===== config.mk =====
export PLATFORM = sky130hd
export DESIGN_NAME = result_uart_tx_flat
export DESIGN_NICKNAME = d
export VERILOG_FILES = /design/src/rtl/result_uart_tx_pkg.sv /design/src/rtl/result_uart_tx_if.sv /design/src/rtl/result_uart_tx_baud_tick_gen.sv /design/src/rtl/result_uart_tx.sv /design/src/flat_wrapper.sv
export SDC_FILE = /design/constraint.sdc
export NUM_CORES = 1
export LEC_CHECK = 0
export BUFFER_PORTS_ARGS = -buffer_cell sky130_fd_sc_hd__clkbuf_2
export CELL_PAD_IN_SITES_DETAIL_PLACEMENT = 0
export CELL_PAD_IN_SITES_GLOBAL_PLACEMENT = 2
export CORE_MARGIN = 2
export CORE_UTILIZATION = 39
export CTS_CLUSTER_SIZE = 16
export DETAILED_ROUTE_END_ITERATION = 10
export PLACE_DENSITY = 0.9
export SYNTH_ARGS = -nofsm -noshare
export SYNTH_HDL_FRONTEND = slang
export SYNTH_HIERARCHICAL = 1
export SYNTH_SLANG_ARGS = --single-unit

===== constraint.sdc =====
create_clock -name clk -period 5.09 [get_ports clk]
set_input_delay 1.018 -clock clk [delete_from_list [all_inputs] [get_ports clk]]
set_output_delay 1.018 -clock clk [all_outputs]
set_load 0.1 [all_outputs]

===== src/rtl/result_uart_tx_pkg.sv =====
// Shared types and helpers for the result UART transmitter (and a future receiver).
package result_uart_pkg;

    typedef enum logic [2:0] {
        IDLE,
        START,
        DATA,
        PARITY,
        STOP
    } txState_t;

    // Upper bits of an error frame; the low three bits carry the FIFO error flags.
    localparam logic [6:0] ERR_PREFIX = 7'b1111111;

    function automatic logic evenParity(input logic [31:0] word);
        return ^word;
    endfunction

endpackage


===== src/rtl/result_uart_tx_if.sv =====
// Sequencer-to-transmitter handshake: word/error in, serial line and status out.
interface result_uart_tx_if #(
    parameter int DATA_W = 10
);
    logic [DATA_W-1:0] result_tr;
    logic [2:0]        error_reg;
    logic              send;
    logic              t;
    logic              ready_next;
    logic              busy;

    modport master (
        output result_tr, error_reg, send,
        input  t, ready_next, busy
    );

    modport slave (
        input  result_tr, error_reg, send,
        output t, ready_next, busy
    );
endinterface


===== src/rtl/result_uart_tx_baud_tick_gen.sv =====
// Baud divider: one-cycle tick on the last clock of every CLKS_PER_BIT-cycle bit period.
module baud_tick_gen #(
    parameter int CLKS_PER_BIT = 434
) (
    input  logic clk,
    input  logic rst_n,
    input  logic i_enable,
    input  logic i_clear,
    output logic o_tick
);
    localparam int               CNT_W = $clog2(CLKS_PER_BIT);
    localparam logic [CNT_W-1:0] LAST  = CNT_W'(CLKS_PER_BIT - 1);

    logic [CNT_W-1:0] r_count;

    // Held at zero while disabled so every frame starts on a full bit period.
    always_ff @(posedge clk or negedge rst_n) begin
        if (!rst_n) begin
            r_count <= '0;
        end else if (i_clear || !i_enable || (r_count == LAST)) begin
            r_count <= '0;
        end else begin
            r_count <= r_count + 1'b1;
        end
    end

    assign o_tick = i_enable && (r_count == LAST);
endmodule


===== src/rtl/result_uart_tx.sv =====
// Frames a result word or error code as start/data(LSB first)/parity/stop and shifts it out on t.
import result_uart_pkg::*;

module result_uart_tx #(
    parameter int CLKS_PER_BIT = 434,
    parameter int DATA_W       = 10,
    parameter int PARITY_EN    = 1
) (
    input logic             clk,
    input logic             rst_n,
    result_uart_tx_if.slave bus
);
    localparam int               BIT_W    = (DATA_W > 1) ? $clog2(DATA_W) : 1;
    localparam logic [BIT_W-1:0] LAST_BIT = BIT_W'(DATA_W - 1);

    txState_t          r_state, w_stateNext;
    logic [DATA_W-1:0] r_shift, w_shiftNext, w_word;
    logic [BIT_W-1:0]  r_bitCnt, w_bitCntNext;
    logic              r_parity, w_parityNext;
    logic              r_t, w_tNext;
    logic              r_readyNext, w_readyNextNext;
    logic              r_busy, w_busyNext;
    logic              w_accept, w_tick, w_frameActive;

    assign w_word = (bus.error_reg != 3'b000) ? DATA_W'({ERR_PREFIX, bus.error_reg})
                                              : bus.result_tr;
    assign w_frameActive = (r_state != IDLE);

    baud_tick_gen #(.CLKS_PER_BIT(CLKS_PER_BIT)) u_baud (
        .clk      (clk),
        .rst_n    (rst_n),
        .i_enable (w_frameActive),
        .i_clear  (w_accept),
        .o_tick   (w_tick)
    );

    always_comb begin
        w_stateNext     = r_state;
        w_shiftNext     = r_shift;
        w_bitCntNext    = r_bitCnt;
        w_parityNext    = r_parity;
        w_tNext         = r_t;
        w_readyNextNext = 1'b0;
        w_busyNext      = r_busy;
        w_accept        = 1'b0;
        unique case (r_state)
            IDLE: begin
                w_tNext = 1'b1;
                if (bus.send) begin
                    w_accept     = 1'b1;
                    w_stateNext  = START;
                    w_shiftNext  = w_word;
                    w_bitCntNext = '0;
                    w_parityNext = (PARITY_EN != 0) ? evenParity(32'(w_word)) : 1'b0;
                    w_tNext      = 1'b0;
                    w_busyNext   = 1'b1;
                end
            end
            START: begin
                if (w_tick) begin
                    w_stateNext = DATA;
                    w_tNext     = r_shift[0];
                end
            end
            DATA: begin
                if (w_tick) begin
                    if (r_bitCnt == LAST_BIT) begin
                        if (PARITY_EN != 0) begin
                            w_stateNext = PARITY;
                            w_tNext     = r_parity;
                        end else begin
                            w_stateNext = STOP;
                            w_tNext     = 1'b1;
                        end
                    end else begin
                        w_shiftNext  = r_shift >> 1;
                        w_tNext      = w_shiftNext[0];
                        w_bitCntNext = r_bitCnt + 1'b1;
                    end
                end
            end
            PARITY: begin
                if (w_tick) begin
                    w_stateNext = STOP;
                    w_tNext     = 1'b1;
                end
            end
            STOP: begin
                if (w_tick) begin
                    w_stateNext     = IDLE;
                    w_tNext         = 1'b1;
                    w_busyNext      = 1'b0;
                    w_readyNextNext = 1'b1;
                end
            end
            default: begin
                w_stateNext = IDLE;
                w_tNext     = 1'b1;
                w_busyNext  = 1'b0;
            end
        endcase
    end

    // Line and status are registered so t never glitches and falls exactly on the accept edge.
    always_ff @(posedge clk or negedge rst_n) begin
        if (!rst_n) begin
            r_state     <= IDLE;
            r_shift     <= '0;
            r_bitCnt    <= '0;
            r_parity    <= 1'b0;
            r_t         <= 1'b1;
            r_readyNext <= 1'b0;
            r_busy      <= 1'b0;
        end else begin
            r_state     <= w_stateNext;
            r_shift     <= w_shiftNext;
            r_bitCnt    <= w_bitCntNext;
            r_parity    <= w_parityNext;
            r_t         <= w_tNext;
            r_readyNext <= w_readyNextNext;
            r_busy      <= w_busyNext;
        end
    end

    assign bus.t          = r_t;
    assign bus.ready_next = r_readyNext;
    assign bus.busy       = r_busy;
endmodule


===== src/flat_wrapper.sv =====
// flat-port wrapper written by rule: the top's interface ports become plain ports
module result_uart_tx_flat 
#(
    parameter int CLKS_PER_BIT = 434,
    parameter int DATA_W       = 10,
    parameter int PARITY_EN    = 1
)
  (clk, rst_n, bus_result_tr, bus_error_reg, bus_send, bus_t, bus_ready_next, bus_busy);
  result_uart_tx_if #(.DATA_W(DATA_W)) bus_i ();
  input logic clk;
  input logic rst_n;
  input wire logic [$bits(bus_i.result_tr)-1:0] bus_result_tr;
  input wire logic [$bits(bus_i.error_reg)-1:0] bus_error_reg;
  input wire logic [$bits(bus_i.send)-1:0] bus_send;
  output wire logic [$bits(bus_i.t)-1:0] bus_t;
  output wire logic [$bits(bus_i.ready_next)-1:0] bus_ready_next;
  output wire logic [$bits(bus_i.busy)-1:0] bus_busy;
  assign bus_i.result_tr = bus_result_tr;
  assign bus_i.error_reg = bus_error_reg;
  assign bus_i.send = bus_send;
  assign bus_t = bus_i.t;
  assign bus_ready_next = bus_i.ready_next;
  assign bus_busy = bus_i.busy;
  result_uart_tx #(.CLKS_PER_BIT(CLKS_PER_BIT), .DATA_W(DATA_W), .PARITY_EN(PARITY_EN)) u_core (.clk(clk), .rst_n(rst_n), .bus(bus_i));
endmodule

==> summary.txt <==
Timing
  – Final cycle utilization of the critical path: 0.503
  – Final Critical Period: 2560 ps
  – Worst-Margin Slew: 811 ps
  – Setup WS post-layout: 2530 ps
  – Slew margin rel.: 0.459
  – Fin. Hold Viols: 0
  – Max Freq: 390 MHz
  – Fin. max-slew vios: 0
  – Setup TNS: 0 ps
  – Final setup violation count: 0
  – RSZ-0062 raised after global routing: no
  – Clock skew: 3.40 ps

Setup path
  – Slowest CP cell: o21ai_2
  – Max incr delay on CP: 660 ps
  – CP cell instances: or3_2, inv_1, nor4_1, buf_4, o21ai_2, mux2_2
  – FF-to-FF Start: u_core/r_state[2]$_DFFE_PN0P_
  – CP endpoint kind: register
  – Worst Path Required: 5250 ps
  – R2R setup slack: 2530 ps
  – CP startpoint: u_core/r_state[2]$_DFFE_PN0P_
  – Crit path kind: reg2reg
  – Startpoint Class: register
  – Worst Path Max Fanout: 22
  – Crit path DAT: 2720 ps
  – WP buf/inv: 2
  – Worst reg2reg path endpoint: u_core/r_bitCnt[0]$_DFFE_PN0P_
  – Critical path depth: 6
  – Worst r2r path cells: 6
  – Crit path to: u_core/r_bitCnt[0]$_DFFE_PN0P_
  – CP top delay family: compound AO/OA/AOI/OAI gates

Cells and area
  – Multi-input logic area: 871 um2
  – Most frequent cells in the layout: dfrtp_1, nand2_1, clkbuf_2
  – Final design utilization: 0.443
  – Antenna cell count: 0
  – Final std cells w/o fill: 251
  – P&R area growth vs syn: 11.2%
  – Most common cell after layout, fill and taps aside: dfrtp_1
  – Filler cells: 412
  – NumNets Final: 220
  – Share of cells above drive strength 1: 0.171
  – FF/Latch Area: 752 um2

CTS
  – Post-CTS setup repair buffer count: 0
  – Buffer depth of the longest clock path: 2
  – CTS HTree Levels: 2
  – Reg clk slew, reported paths: 60 ps
  – # clock sinks: 30
  – Clk root buf: clkbuf_8
  – Hold Buf Count CTS: 0
  – Worst-Skew Late Latency: 280 ps
  – Number of CTS-inserted buffers: 5
  – CTS tree: built
  – Resize count post-CTS: 0

Placement
  – Place WS: 2340 ps
  – Placed Instances: 245
  – Dpl hpwl: 2.42 mm
  – Buffers on Ports: 18
  – Final RePlAce weighted congestion: 0.783

Pwr
  – P_leak: 0.851 nW
  – Pwr/cell area: 244 nW/um2
  – Max VDD drop: 0.135 mV
  – Final Power: 0.000464 W

Floorplanning
  – Core Area: 4290 um2
  – Initial core utilization: 0.398
  – Die height: 70.2 um
  – Row cnt: 24
  – IO Pins: 19
  – Die area: 4930 um2
  – Die width: 70.2 um

Global routing
  – Total grt overflow: 0
  – Vias in the first global route: 1,369
  – Largest net degree at the start of global routing: 31
  – Initial antenna violation count: 0
  – First-pass GRT wire length: 5.95 mm
  – Total GRT Usage: 0.153

Min path
  – Hold Path Class: reg2reg

Yosys
  – Cell variety after synth: 49
  – Post-synth ARST share: 1.00
  – Register area share after synthesis: 0.440
  – Share of the synthesized area in the top cell type: 0.424
  – Synthesis Warnings: 6
  – Cells after Synth: 183
  – Most used DFF post-synth: dfrtp_1
  – Post-synthesis register bit count: 30
  – Synthesized area: 1710 um2
  – Post-synth top area cell: dfrtp_1
  – Post-synthesis average cell area: 9.35 um2
  – Synth top area cells: dfrtp_1, xnor2_1, nand2_1
  – Number of synthesized flops with an enable pin: 0
  – Post-synth net total: 203

Job
  – # Max-Cap Violations: 0

Route
  – Avg WL per Cell: 13.8 um
  – Detailed Route Iter0 Violations: 82
  – DRC violations left: 0
  – Routed Antenna Nets: 0
  – Vias: 1,363
  – Vias per inst: 5.43
  – Drt first pass iters: 4
  – Routed wire length: 3.46 mm

Status
  – Status: finished clean
-- worst min-delay path by stage --
stage | from | to | slack, ps | cells past startpoint
2_1_floorplan | u_core/r_shift[5]$_DFFE_PN0P_ | u_core/r_shift[5]$_DFFE_PN0P_ | 450 | 2
3_3_place_gp | u_core/r_shift[7]$_DFFE_PN0P_ | u_core/r_shift[7]$_DFFE_PN0P_ | 470 | 2
3_5_place_dp | u_core/r_shift[5]$_DFFE_PN0P_ | u_core/r_shift[5]$_DFFE_PN0P_ | 470 | 2
4_1_cts | u_core/r_shift[5]$_DFFE_PN0P_ | u_core/r_shift[5]$_DFFE_PN0P_ | 480 | 2
5_1_grt | u_core/r_shift[2]$_DFFE_PN0P_ | u_core/r_shift[2]$_DFFE_PN0P_ | 510 | 2
6_report | u_core/r_shift[5]$_DFFE_PN0P_ | u_core/r_shift[5]$_DFFE_PN0P_ | 480 | 2
-- cells by family after synthesis --
family | after synthesis | synth area share
and+or+nand+nor | 67 | 0.206
AOI/OAI and AO/OA | 47 | 0.184
muxes | 3 | 0.0183
adders and majority gates | 4 | 0.0293
xor gates and xnor gates | 14 | 0.0717
buffers and inverters | 18 | 0.0512
DFF | 30 | 0.440
-- sequential cells by signal (all words and copies together), names as in the netlist --
signal and cells:
u_core/r_parity 1, u_core/r_shift 10, u_core/bus.t 1, u_core/bus.busy 1
u_core/r_bitCnt 4, u_core/r_state 3, u_core/bus.ready_next 1, u_core/u_baud/r_count 9
-- layout make-up --
| cell class | count | share of cell area |
|---|---|---|
| multi-input combinational | 135 | 0.458 |
| sequential | 30 | 0.395 |
| timing repair buffer | 19 | 0.0513 |
| clock buffer | 6 | 0.0434 |
| tap | 52 | 0.0342 |
| inverter | 9 | 0.0178 |
-- per-layer routing --
metal  share of wire  track usage
met1            0.49        0.192
met2            0.46        0.242
met3           0.036       0.0476
met4           0.014       0.0641
met5               0            0
-- worst register-to-register path: stages (launching register included) --
cell and delay, ps:
dfrtp_1 490, or3_2 580, inv_1 80, nor4_1 50, buf_4 180, o21ai_2 660
mux2_2 410
-- cell usage after synthesis (3+ instances only) --
cell type and count:
o22ai_1 6, ha_1 4, xor2_1 4, nor2_1 16
nand3_1 5, buf_2 3, nand2_1 22, dfrtp_1 29
o21ai_0 15, o211ai_1 3, a21oi_1 6, inv_1 9
clkbuf_1 3, xnor2_1 10, a31oi_1 3, nand3b_1 3
-- power by group --
part           switching (W)  internal, W
Sequential        0.00000135     0.000240
Clock              0.0000829     0.000104
Combinational      0.0000197    0.0000153
Total               0.000104     0.000360
-- through the flow --
step | area [um2] | hold slack [ps]
CTS | 1900 | 485
floorplan | 1710 | 450
global placement | 1820 | 467
detailed placement | 1820 | 471
finish | 1900 | 482
global route | 1900 | 507
No activity file was read; power rests on OpenSTA's default activity.
